<file path="src/rtl/axi4_lite_pkg.sv">
// Shared types and helpers for the AXI4-Lite register bank and its response FIFOs.
package axi4_lite_pkg;

  typedef enum logic [1:0] {
    OKAY   = 2'b00,
    SLVERR = 2'b10
  } resp_e;

  // True when addr is stride-aligned and falls inside [base, base + count*stride).
  // The base is expected to be aligned to count*stride, so checking addr alone
  // for stride alignment is sufficient.
  function automatic logic addr_legal(
    input logic [63:0] addr,
    input logic [63:0] base,
    input logic [63:0] count,
    input logic [63:0] stride
  );
    logic [63:0] offset;
    offset = addr - base;
    return (addr >= base) &&
           (offset < (count * stride)) &&
           ((addr & (stride - 64'd1)) == 64'd0);
  endfunction

endpackage

</file>
<file path="src/rtl/axi4_lite_resp_fifo.sv">
// Two-entry valid/ready response buffer. The head entry drives valid and the
// payload, so the payload is stable for as long as valid is held without ready.
// The producer only pushes while count is below two.
module axi4_lite_resp_fifo #(
  parameter int WIDTH = 2
) (
  input  logic             aclk,
  input  logic             aresetn,
  input  logic             push,
  input  logic [WIDTH-1:0] push_data,
  output logic             valid,
  input  logic             ready,
  output logic [WIDTH-1:0] data,
  output logic [1:0]       count
);

  logic [WIDTH-1:0] mem [2];
  logic             rd_ptr;
  logic             wr_ptr;
  logic             pop;

  assign valid = (count != 2'd0);
  assign pop   = valid && ready;
  assign data  = mem[rd_ptr];

  // Storage, pointers and occupancy; push and pop may happen together.
  always_ff @(posedge aclk) begin
    if (!aresetn) begin
      mem[0] <= '0;
      mem[1] <= '0;
      rd_ptr <= 1'b0;
      wr_ptr <= 1'b0;
      count  <= 2'd0;
    end else begin
      if (push) begin
        mem[wr_ptr] <= push_data;
        wr_ptr      <= ~wr_ptr;
      end
      if (pop) begin
        rd_ptr <= ~rd_ptr;
      end
      count <= count + 2'(push) - 2'(pop);
    end
  end

endmodule

</file>
<file path="src/rtl/axi4_lite_regbank.sv">
// Parametrised AXI4-Lite slave register bank with independent two-entry B and R
// response buffers and a hardware-side port for status updates and write strobes.
module axi4_lite_regbank
  import axi4_lite_pkg::*;
#(
  parameter int                      ADDR_WIDTH = 32,
  parameter int                      DATA_WIDTH = 32,
  parameter int                      NUM_REGS   = 16,
  parameter logic [ADDR_WIDTH-1:0]   BASE_ADDR  = '0,
  parameter logic [NUM_REGS-1:0]     RO_MASK    = '0,
  localparam int                     STRB_WIDTH = DATA_WIDTH / 8
) (
  input  logic                           aclk,
  input  logic                           aresetn,
  input  logic [ADDR_WIDTH-1:0]          awaddr,
  input  logic                           awvalid,
  output logic                           awready,
  input  logic [DATA_WIDTH-1:0]          wdata,
  input  logic [STRB_WIDTH-1:0]          wstrb,
  input  logic                           wvalid,
  output logic                           wready,
  output logic [1:0]                     bresp,
  output logic                           bvalid,
  input  logic                           bready,
  input  logic [ADDR_WIDTH-1:0]          araddr,
  input  logic                           arvalid,
  output logic                           arready,
  output logic [DATA_WIDTH-1:0]          rdata,
  output logic [1:0]                     rresp,
  output logic                           rvalid,
  input  logic                           rready,
  input  logic [NUM_REGS-1:0]            hw_we,
  input  logic [NUM_REGS*DATA_WIDTH-1:0] hw_wdata,
  output logic [NUM_REGS*DATA_WIDTH-1:0] reg_q,
  output logic [NUM_REGS-1:0]            wr_pulse
);

  localparam int LANE_W = $clog2(STRB_WIDTH);
  localparam int IDX_W  = $clog2(NUM_REGS);

  logic [DATA_WIDTH-1:0] regs [NUM_REGS];

  logic                  aw_full;
  logic                  w_full;
  logic [ADDR_WIDTH-1:0] aw_addr_q;
  logic [DATA_WIDTH-1:0] w_data_q;
  logic [STRB_WIDTH-1:0] w_strb_q;

  logic                  commit;
  logic                  wr_legal;
  logic                  wr_ok;
  logic [IDX_W-1:0]      wr_idx;
  resp_e                 wr_resp;
  logic [1:0]            b_push_data;
  logic [1:0]            b_data;
  logic [1:0]            b_count;

  logic                  ar_hs;
  logic                  rd_legal;
  logic [IDX_W-1:0]      rd_idx;
  resp_e                 rd_resp;
  logic [DATA_WIDTH-1:0] rd_data;
  logic [DATA_WIDTH+1:0] r_push_data;
  logic [DATA_WIDTH+1:0] r_data;
  logic [1:0]            r_count;

  assign awready = !aw_full;
  assign wready  = !w_full;
  assign commit  = aw_full && w_full && (b_count < 2'd2);
  assign arready = (r_count < 2'd2);
  assign ar_hs   = arvalid && arready;

  // Decode the held write address into a register index and response.
  always_comb begin
    wr_legal    = addr_legal(64'(aw_addr_q), 64'(BASE_ADDR), 64'(NUM_REGS), 64'(STRB_WIDTH));
    wr_idx      = IDX_W'((64'(aw_addr_q) - 64'(BASE_ADDR)) >> LANE_W);
    wr_ok       = wr_legal && !RO_MASK[wr_idx];
    wr_resp     = wr_ok ? OKAY : SLVERR;
    b_push_data = wr_resp;
  end

  // Decode the read address and sample the register value in the handshake cycle.
  always_comb begin
    rd_legal    = addr_legal(64'(araddr), 64'(BASE_ADDR), 64'(NUM_REGS), 64'(STRB_WIDTH));
    rd_idx      = IDX_W'((64'(araddr) - 64'(BASE_ADDR)) >> LANE_W);
    rd_data     = rd_legal ? regs[rd_idx] : '0;
    rd_resp     = rd_legal ? OKAY : SLVERR;
    r_push_data = {rd_resp, rd_data};
  end

  // AW and W holding slots fill independently and empty together on commit.
  always_ff @(posedge aclk) begin
    if (!aresetn) begin
      aw_full   <= 1'b0;
      w_full    <= 1'b0;
      aw_addr_q <= '0;
      w_data_q  <= '0;
      w_strb_q  <= '0;
    end else begin
      if (awvalid && awready) begin
        aw_full   <= 1'b1;
        aw_addr_q <= awaddr;
      end else if (commit) begin
        aw_full <= 1'b0;
      end
      if (wvalid && wready) begin
        w_full   <= 1'b1;
        w_data_q <= wdata;
        w_strb_q <= wstrb;
      end else if (commit) begin
        w_full <= 1'b0;
      end
    end
  end

  // Register file: a committed bus write to a register beats hw_we for it.
  always_ff @(posedge aclk) begin
    if (!aresetn) begin
      for (int i = 0; i < NUM_REGS; i++) begin
        regs[i] <= '0;
      end
    end else begin
      for (int i = 0; i < NUM_REGS; i++) begin
        if (commit && wr_ok && (wr_idx == IDX_W'(i))) begin
          for (int b = 0; b < STRB_WIDTH; b++) begin
            if (w_strb_q[b]) begin
              regs[i][8*b +: 8] <= w_data_q[8*b +: 8];
            end
          end
        end else if (hw_we[i]) begin
          regs[i] <= hw_wdata[i*DATA_WIDTH +: DATA_WIDTH];
        end
      end
    end
  end

  // One-cycle strobe for registers actually changed by a bus write.
  always_ff @(posedge aclk) begin
    if (!aresetn) begin
      wr_pulse <= '0;
    end else begin
      wr_pulse <= '0;
      if (commit && wr_ok && (w_strb_q != '0)) begin
        wr_pulse[wr_idx] <= 1'b1;
      end
    end
  end

  for (genvar g = 0; g < NUM_REGS; g++) begin : g_reg_q
    assign reg_q[g*DATA_WIDTH +: DATA_WIDTH] = regs[g];
  end

  axi4_lite_resp_fifo #(
    .WIDTH (2)
  ) u_b_fifo (
    .aclk      (aclk),
    .aresetn   (aresetn),
    .push      (commit),
    .push_data (b_push_data),
    .valid     (bvalid),
    .ready     (bready),
    .data      (b_data),
    .count     (b_count)
  );

  axi4_lite_resp_fifo #(
    .WIDTH (DATA_WIDTH + 2)
  ) u_r_fifo (
    .aclk      (aclk),
    .aresetn   (aresetn),
    .push      (ar_hs),
    .push_data (r_push_data),
    .valid     (rvalid),
    .ready     (rready),
    .data      (r_data),
    .count     (r_count)
  );

  assign bresp = b_data;
  assign rresp = r_data[DATA_WIDTH+1 -: 2];
  assign rdata = r_data[DATA_WIDTH-1:0];

endmodule
</file>
<file path="config.mk">
export PLATFORM = sky130hd
export DESIGN_NAME = axi4_lite_regbank
export DESIGN_NICKNAME = d
export VERILOG_FILES = /design/src/rtl/axi4_lite_pkg.sv /design/src/rtl/axi4_lite_resp_fifo.sv /design/src/rtl/axi4_lite_regbank.sv
export SDC_FILE = /design/constraint.sdc
export NUM_CORES = 1
export LEC_CHECK = 0
export CORE_AREA = 2 2 469 471
export DETAILED_ROUTE_END_ITERATION = 12
export DIE_AREA = 0 0 471 473
export HOLD_SLACK_MARGIN = 0.02
export MAX_ROUTING_LAYER = met4
export PLACE_DENSITY = 0.47
export SYNTH_ARGS = -nofsm -noshare
export SYNTH_HDL_FRONTEND = slang
export SYNTH_SLANG_ARGS = --single-unit
export TNS_END_PERCENT = 10
</file>
<file path="constraint.sdc">
create_clock -name aclk -period 5.5 [get_ports aclk]
set_clock_uncertainty 0.15 [all_clocks]
set_input_delay 1.1 -clock aclk [delete_from_list [all_inputs] [get_ports aclk]]
set_output_delay 1.1 -clock aclk [all_outputs]
set_load 0.02 [all_outputs]
</file>
== After elaboration in Yosys (flattened, before gate mapping) ==
Memories as Yosys holds them, arrays and structs flattened. A register that Yosys moved wholly into a read port is not among the register bits.
Cells that the tools add are included.
W data, S select, Z words.

* Flip-flop bits (word level): 94
* Bits in latches: 0
* RAM bits: 584
* Bits in read-only memories: 16
* Input bits: 635
* Output and inout bits: 569
* Logic and storage cells: 632
* Memories kept: 4

* Add/sub/neg operators: 4
* Multiply operators: 0
* Div/mod/pow operators: 0
* $lt $le $gt $ge: 6
* Equal/unequal tests: 15
* Shifts and indexed selects: 0
* Muxes and demuxes: 416
* Bitwise gates (word level): 132
* Reduce and logical (&&, ||, !) cells: 43

{| class="wikitable"
|+ Memories
! name !! words !! width !! read ports !! clocked after Yosys merged registers in !! write ports !! line !! text
|-
| regs || 16 || 32 || 17 || 0 || 16 || axi4_lite_regbank.sv:41 || <nowiki>logic [DATA_WIDTH-1:0] regs [NUM_REGS];</nowiki>
|-
| u_r_fifo.mem || 2 || 34 || 1 || 1 || 2 || axi4_lite_resp_fifo.sv:17 || <nowiki>logic [WIDTH-1:0] mem [2];</nowiki>
|-
| (name not given) || 16 || 1 || 1 || 1 || 0 || axi4_lite_regbank.sv:77 || <nowiki>wr_ok = wr_legal && !RO_MASK[wr_idx];</nowiki>
|-
| u_b_fifo.mem || 2 || 2 || 1 || 1 || 2 || axi4_lite_resp_fifo.sv:17 ||
|}

{| class="wikitable"
|+ Operator list
! operator !! number
|-
| $mux W8 || 128
|-
| $mux W1 || 280
|-
| $logic_not A64 Y1 || 2
|-
| $or A1 B1 Y1 || 128
|-
| $lt A32 B7 Y1 const B || 2
|-
| $mux W34 || 1
|-
| $reduce_or A34 Y1 || 1
|-
| $eq A4 B4 Y1 const B || 8
|-
| $mux W32 || 1
|-
| $logic_and A1 B1 Y1 || 29
|-
| $eq A4 B3 Y1 const B || 4
|-
| $eq A4 B2 Y1 const B || 2
|-
| $mux W4 || 2
|-
| $reduce_bool A2 Y1 || 4
|-
| $mux W2 || 3
|-
| $lt A4 B5 Y1 const B || 1
|-
| $add A2 B1 Y2 || 2
|-
| $demux W1 S4 || 1
|-
| $eq A4 B1 Y1 const B || 1
|-
| $ge A4 B1 Y1 const B || 1
|-
| $logic_not A4 Y1 || 1
|-
| $lt A2 B2 Y1 const B || 2
|-
| $not A1 Y1 || 4
|-
| $reduce_bool A4 Y1 || 1
|-
| 4 further kinds || 7
|}

== Logic depth before layout (Yosys ltp) ==
Gate-level depths: netlist of the first run.

* Depth after elaboration: 11
* Mapped depth: 9
* Gate-level depth less buffers: 8

== Hierarchy ==
Synthesis of the first run repeated with hierarchy kept, for this count alone.

* Cell total of the unflattened synthesis: 2,806
* Area total of the unflattened synthesis: 33,552.2 um^2

{| class="wikitable"
|+ Modules (own cells, without submodules)
! module !! instances !! cells each !! area each (um^2) !! seq. area each (um^2)
|-
| axi4_lite_regbank || 1 || 2,527 || 29,831.1 || 17,096.4
|-
| axi4_lite_resp_fifo at u_r_fifo || 1 || 243 || 3,310.7 || 2,142.1
|-
| axi4_lite_resp_fifo at u_b_fifo || 1 || 36 || 410.4 || 220.2
|}

== Worst setup path after synthesis of the first run ==
Ideal clock, no wire load.

* Path type: input to register
* Start point: input aresetn
* End point: memory u_r_fifo.mem[0][0] (netlist name) (enable)
* Library setup time: 484 ps
* Arrival: 2,760 ps
* Required time: 4,866 ps
* Path slack: 2,106 ps
* Cell stages on the path: 5
* Path buffers: 4
* Cell sequence: clkbuf_1 > clkbuf_1 > clkbuf_1 > clkbuf_1 > nand2_1

{| class="wikitable"
|+ RTL lines
! what !! line !! text
|-
| start: declaration || axi4_lite_regbank.sv:14 || <nowiki>input logic aresetn,</nowiki>
|-
| end: declaration || axi4_lite_resp_fifo.sv:17 ||
|}

==> flow_summary.toml, run 1 <==
[outcome]
status = "finished, final reports clean"

[critical_path]
cp.arrival_ns = 3.06
reg2regPathDepth = 6
rr_endpoint = "regs[6][26]"
startpoint_type = "flop"
crit_type = "reg2out"
r2r_slack_ns = 1.48
cp.required_ns = 4.25
crit_fanout = 25
timing.rr.start = "w_full"
endpoint_kind = "primary output"

[clocking]
ctsRootBufferMaster = "clkbuf_16"
cts_resized = 0
postCtsHoldBufs = 0
postCtsSetupBuffers = 0
insertion_delay_ns = 0.75
cts_sinks = 676
cts_made_buffers = 87
cts_buffer_depth = 3
cts_tree = "yes"
cts_max_level = 3
path_clk_slew_ns = 0.06

[sta]
rsz0062_at_grt = "no"
post-route-min-period_ns = 4.31
fmax_mhz = 232
drv_slew = 0
fin_setup_tns_ns = 0
worst_pin_slew_ns = 1.44
slew_headroom_pct = 4.27
min_period_over_period_pct = 78.3
finalSetupViolations = 0
hold_viol = 0

[drt]
detail_route.first_pass.iterations = 6
vias = 30200
wl_mm = 265
via_per_inst = 4.38
drtIter0Drc = 3019
postRouteAntennaNets = 0
drc = 0
detail_route.wl_per_cell_um = 38.5

[synthesis]
yosys_register_bits = 676
yosysTopAreaCellShare_pct = 49.4
yosysWarningCount = 0
async_reset_ff_share_pct = 0
synth.avg_cell_area_um2 = 12.9
netlist_instances = 2732
synth_cell_types = 46
netlist.top_cell.by_area = "edfxtp_1"
synth-seq-area-share_pct = 54.9
syn-cell-area_um2 = 35200
synth.area.top_cells = "edfxtp_1 (49%), mux2i_1 (15%), mux4_2 (10%)"
ys.flop_type = "edfxtp_1"
synth_edf_count = 580

[power]
power_density_nw_per_um2 = 306
p_clk_share_pct = 37.9
p_comb_share_pct = 21.7
switching_power_w = 0.00519
p_seq_share_pct = 40.4
vdd_drop_max_mv = 0.230
p_int_w = 0.0112
switching_share_pct = 31.8
leakagePower_nw = 20.8

[finish]
finalInstanceArea_um2 = 53500
drive_above_1_share_pct = 12.0
fillers = 23100
fin_nets = 4525
area.growth.synth_to_final_pct = 51.8

[global_routing]
grt_max_degree = 125
grt_antenna_before_repair = 134
grt_pass1_vias = 30400
overflow = 0
track_usage_pct = 23.6
grt_pass1_wl_mm = 331

[placement]
gp_routability_congestion = 0.942
dpl-instance-area_um2 = 50400
dp_hpwl_mm = 224
portBuffers = 1201

[flow_run]
drv_cap = 0

[floorplanning]
initial_core_util_pct = 16.1
die_w_um = 471
dieArea_um2 = 223000
ios = 1204
rows = 172
coreArea_um2 = 218000
chipHeight_um = 473

[hold_path]
hold_start = "aw_addr_q[16]"
hold_class = "reg2reg"
min_to = "aw_addr_q[16]"
worstHoldPathCells = 2
## power groups by stage
stage / Combinational [W] / Sequential, W / Clock (W)
3_3_place_gp: 0.00356 / 0.00671 / 0
5_1_grt: 0.00372 / 0.00661 / 0.00648
2_1_floorplan: 0.00115 / 0.00664 / 0
4_1_cts: 0.00359 / 0.00659 / 0.00634
6_report: 0.00355 / 0.00661 / 0.00620
3_5_place_dp: 0.00357 / 0.00669 / 0
## per-stage QoR
step / util (%) / hold WS, ns / std cells / worst slack (ns) / total power (W)
floorplan: - / 0.293 / 2733 / 2.11 / 0.00780
global placement: 23.1 / 0.305 / 6666 / 1.05 / 0.0103
detailed placement: 23.1 / 0.315 / 6668 / 1.55 / 0.0103
CTS: 24.4 / 0.323 / 6831 / 1.06 / 0.0165
global route: 24.5 / 0.342 / 6882 / 1.08 / 0.0168
finish: 24.5 / 0.320 / 6887 / 1.19 / 0.0164
## routing by layer
layer | up-vias | global-route usage (%) | wire [µm]
li1 | 12500 | - | -
met4 | 0 | 8.60 | 9600
met2 | 1807 | 36.2 | 120000
met3 | 317 | 7.57 | 25800
met1 | 15600 | 29.0 | 110000
met5 | - | - | 0
## cell families after synthesis
group / Yosys count / share of synthesized area (%)
muxes: 706 / 25.9
DFF: 676 / 54.9
xor gates and xnor gates: 7 / 0.174
AOI/OAI and AO/OA: 144 / 2.94
and+or+nand+nor: 955 / 12.2
buffers and inverters: 239 / 3.74
other: 1 / 0.0106
adders and majority gates: 4 / 0.142
## cell usage in the layout, fill, tap and decap left out, types with 13 or more instances in the layout
master	netlist	routed
nand3b_1	13	13
and2_1	86	79
a21oi_1	40	40
nand4_1	14	14
diode_2	0	56
mux2_2	34	34
buf_4	7	80
clkbuf_1	135	13
mux4_2	160	160
nand2_1	727	724
o211ai_1	13	13
nor2_1	29	29
clkdlybuf4s50_1	0	1196
clkbuf_16	0	90
mux2i_1	512	512
inv_1	13	13
a21boi_0	69	69
nor4_2	10	13
clkinv_1	0	14
clkinv_2	1	16
dfxtp_1	96	95
nand2b_1	16	16
edfxtp_1	580	580
## cells in the mapped netlist, types with 2 or more instances
cell      count
nand3_1       7
buf_4         7
buf_2        24
nand4_4      10
nor2b_1      15
clkbuf_1    135
mux2i_1     512
and2_1       86
edfxtp_1    580
nand2_1     727
o31a_1        3
mux4_2      160
dfxtp_1      96
nand2b_1     16
buf_6        46
or2_2         4
nand3b_1     13
a21boi_0     69
inv_1        13
o21ai_0       2
nor2_1       29
o211ai_1     13
nand4_1      14
nor4_2       10
nor4_1       14
a31oi_4       3
o31ai_1       3
buf_1         9
xnor2_1       7
mux2_2       34
inv_2         2
nor3_1        2
or3_1         3
a41oi_1      10
ha_1          4
a21oi_1      40
## worst max-delay path by stage
stage | depth (start not counted) | start | slack [ns] | to
2_1_floorplan | 5 | aresetn | 2.11 | u_r_fifo.mem[0][0]
3_3_place_gp | 6 | w_full | 1.05 | regs[3][0]
3_5_place_dp | 6 | w_full | 1.55 | regs[6][26]
4_1_cts | 3 | flop | 1.06 | rdata[21]
5_1_grt | 3 | flop | 1.08 | rdata[21]
6_report | 3 | flop | 1.19 | rdata[13]
## worst max-delay path, cell delays in order, from the launching register on
cell             delay, ns
dfxtp_2               0.90
buf_4                 0.33
mux2_2                0.37
clkdlybuf4s50_1       0.65
## layout make-up
type / count / area, µm² / share of cell area [%]
multi-input cells: 1818 / 14600 / 27.4
flip-flops and latches: 676 / 19300 / 36.2
diodes: 56 / 140 / 0.262
inverters: 16 / 61.3 / 0.115
clock buffers: 107 / 2350 / 4.39
well taps: 2871 / 3590 / 6.72
clock inverters: 56 / 628 / 1.17
repair buffers: 1287 / 12700 / 23.8
## sequential cells by signal, summed over array words and instances (netlist names), named ones only
name,flops
regs,512
u_b_fifo.mem,2
u_r_fifo.mem,66
u_b_fifo.wr_ptr,1
u_b_fifo.count,2
w_full,1
u_r_fifo.count,2
u_r_fifo.rd_ptr,1
u_r_fifo.wr_ptr,1
aw_full,1
w_strb_q,4
wr_pulse,16
w_data_q,32
aw_addr_q,32
u_b_fifo.rd_ptr,1
Note: power is estimated with default switching activity, not from simulation.
==> inputs of run 2 (changes only) <==
CORE_AREA = 2 2 475 477   (was 2 2 469 471)
DIE_AREA = 0 0 477 479   (was 0 0 471 473)
PLACE_DENSITY = 0.46   (was 0.47)
clock period = 4.2 ns   (was 5.5 ns; I/O delays follow)
==> flow_summary.toml, run 2 (same netlist as run 1, synthesis figures left out) <==
[outcome]
status = "finished, final reports clean"

[drt]
wl_mm = 260
detail_route.first_pass.iterations = 6
drc = 0
via_per_inst = 4.25
detail_route.wl_per_cell_um = 36.7
drtIter0Drc = 2876
postRouteAntennaNets = 0
vias = 30100

[clocking]
cts_sinks = 676
cts_tree = "yes"
ctsRootBufferMaster = "clkbuf_16"
postCtsHoldBufs = 0
postCtsSetupBuffers = 0
cts_made_buffers = 89
path_clk_slew_ns = 0.06
insertion_delay_ns = 0.74
cts_buffer_depth = 3
cts_resized = 0
cts_max_level = 3

[finish]
top_register = "regs"
drive_above_1_share_pct = 13.9
final_core_util_pct = 24.4
area.growth.synth_to_final_pct = 54.7
largest_register_ff_count = 512
largestRegisters = "regs: 512 flops, u_r_fifo.mem: 66 flops"
most-common-layout-cells = "clkdlybuf4s50_1 (1,193), nand2_1 (724), edfxtp_1 (580)"
final_common_cell = "clkdlybuf4s50_1"
fin_nets = 4603

[power]
p_int_w = 0.0150
p_comb_share_pct = 22.3
switching_share_pct = 31.0
p_seq_share_pct = 39.0
leakagePower_nw = 21.3
vdd_drop_max_mv = 0.287
total_power_w = 0.0218
p_clk_share_pct = 38.7
switching_power_w = 0.00676
power_density_nw_per_um2 = 400

[global_routing]
grt_antenna_before_repair = 109
grt_pass1_wl_mm = 329
grt_max_degree = 115
grt_pass1_vias = 30900
track_usage_pct = 22.6
overflow = 0

[floorplanning]
ios = 1204
die_w_um = 477
rows = 174
chipHeight_um = 479
coreArea_um2 = 224000
dieArea_um2 = 228000
initial_core_util_pct = 15.8

[hold_path]
worstHoldPathCells = 2
min_to = "aw_addr_q[16]"
hold_class = "reg2reg"
hold_start = "aw_addr_q[16]"

[critical_path]
cp.arrival_ns = 3.91
endpoint_kind = "flop"
crit_type = "reg2reg"
cp.required_ns = 4.37
rr_endpoint = "regs[9][19]"
crit_fanout = 30
r2r_slack_ns = 0.46
timing.rr.start = "w_full"
reg2regPathDepth = 7
startpoint_type = "flop"

[sta]
drv_slew = 0
slew_headroom_pct = 16.6
post-route-min-period_ns = 3.74
finalSetupViolations = 0
min_period_over_period_pct = 88.9
rsz0062_at_grt = "no"
hold_viol = 0
fin_ws_ns = 0.465
fmax_mhz = 268
fin_setup_tns_ns = 0
worst_pin_slew_ns = 1.25

[placement]
portBuffers = 1201
dp_slack_ns = 0.419
gp_routability_congestion = 0.921
dp_hpwl_mm = 220

[flow_run]
drv_cap = 0
==> run 2: cell count changes in the layout (fill, tap and decap cells not counted), sizes merged, moves of 2 or more <==
cell / previous run / this run
buf: 91 / 170
bufinv: 11 / 14
clkbuf: 107 / 112
clkdlybuf4s50: 1196 / 1193
clkinv: 35 / 28
diode: 56 / 44
inv: 23 / 25
==> run 2: worst max path at each step <==
stage,to,start
6_report,regs[9][19],w_full
5_1_grt,regs[9][19],w_full
4_1_cts,regs[9][19],w_full
3_5_place_dp,regs[9][21],w_full
3_3_place_gp,regs[9][21],w_full
2_1_floorplan,u_r_fifo.mem[0][0],aresetn
==> run 2: worst max-delay path, cell delays in order, from the launching register on <==
cell and delay, ns:
dfxtp_1 0.40, inv_2 0.08, or3_4 0.42, clkinv_2 0.11, and4_4 0.72, a41oi_1 0.20, buf_4 0.21, a21oi_1 0.94
==> run 2: power by group through the flow <==
stage,Combinational (W),Sequential [W],Clock (W)
final,0.00486,0.00848,0.00843
after global routing,0.00512,0.00850,0.00886
after floorplan,0.00151,0.00870,0
after global placement,0.00492,0.00862,0
after CTS,0.00495,0.00848,0.00868
after detailed placement,0.00493,0.00861,0
==> run 2: routing by layer <==
metal  GRT usage (%)  wire length (µm)  up-vias
li1                -                 -    12600
met1            27.0            106000    15600
met2            36.2            122000     1669
met3            7.21             23500      285
met4            7.16              8310        0
met5               -                 0        -
==> run 2: stage by stage <==
step / cells / hold slack, ns / instance area (µm²)
2_1_floorplan: 2733 / 0.293 / 35200
3_3_place_gp: 6865 / 0.304 / 51200
3_5_place_dp: 6865 / 0.311 / 51200
4_1_cts: 7032 / 0.319 / 54400
5_1_grt: 7057 / 0.344 / 54400
6_report: 7076 / 0.317 / 54500
==> run 2: area by class of cell <==
cell class,count,area [µm²]
Timing Repair Buffer,1363,13500
Clock buffer,112,2460
Inverter,16,61.3
Clock inverter,55,693
Tap cell,2992,3740
Antenna cell,44,110
Fill cell,23800,169000
Multi-Input combinational cell,1818,14600
Sequential cell,676,19300
==> inputs of run 3 (changes only) <==
ABC_CLOCK_PERIOD_IN_PS = 4200   (was unset)
==> results of run 3 <==
No change in the layout: final DEF, timing and power equal those of run 2.
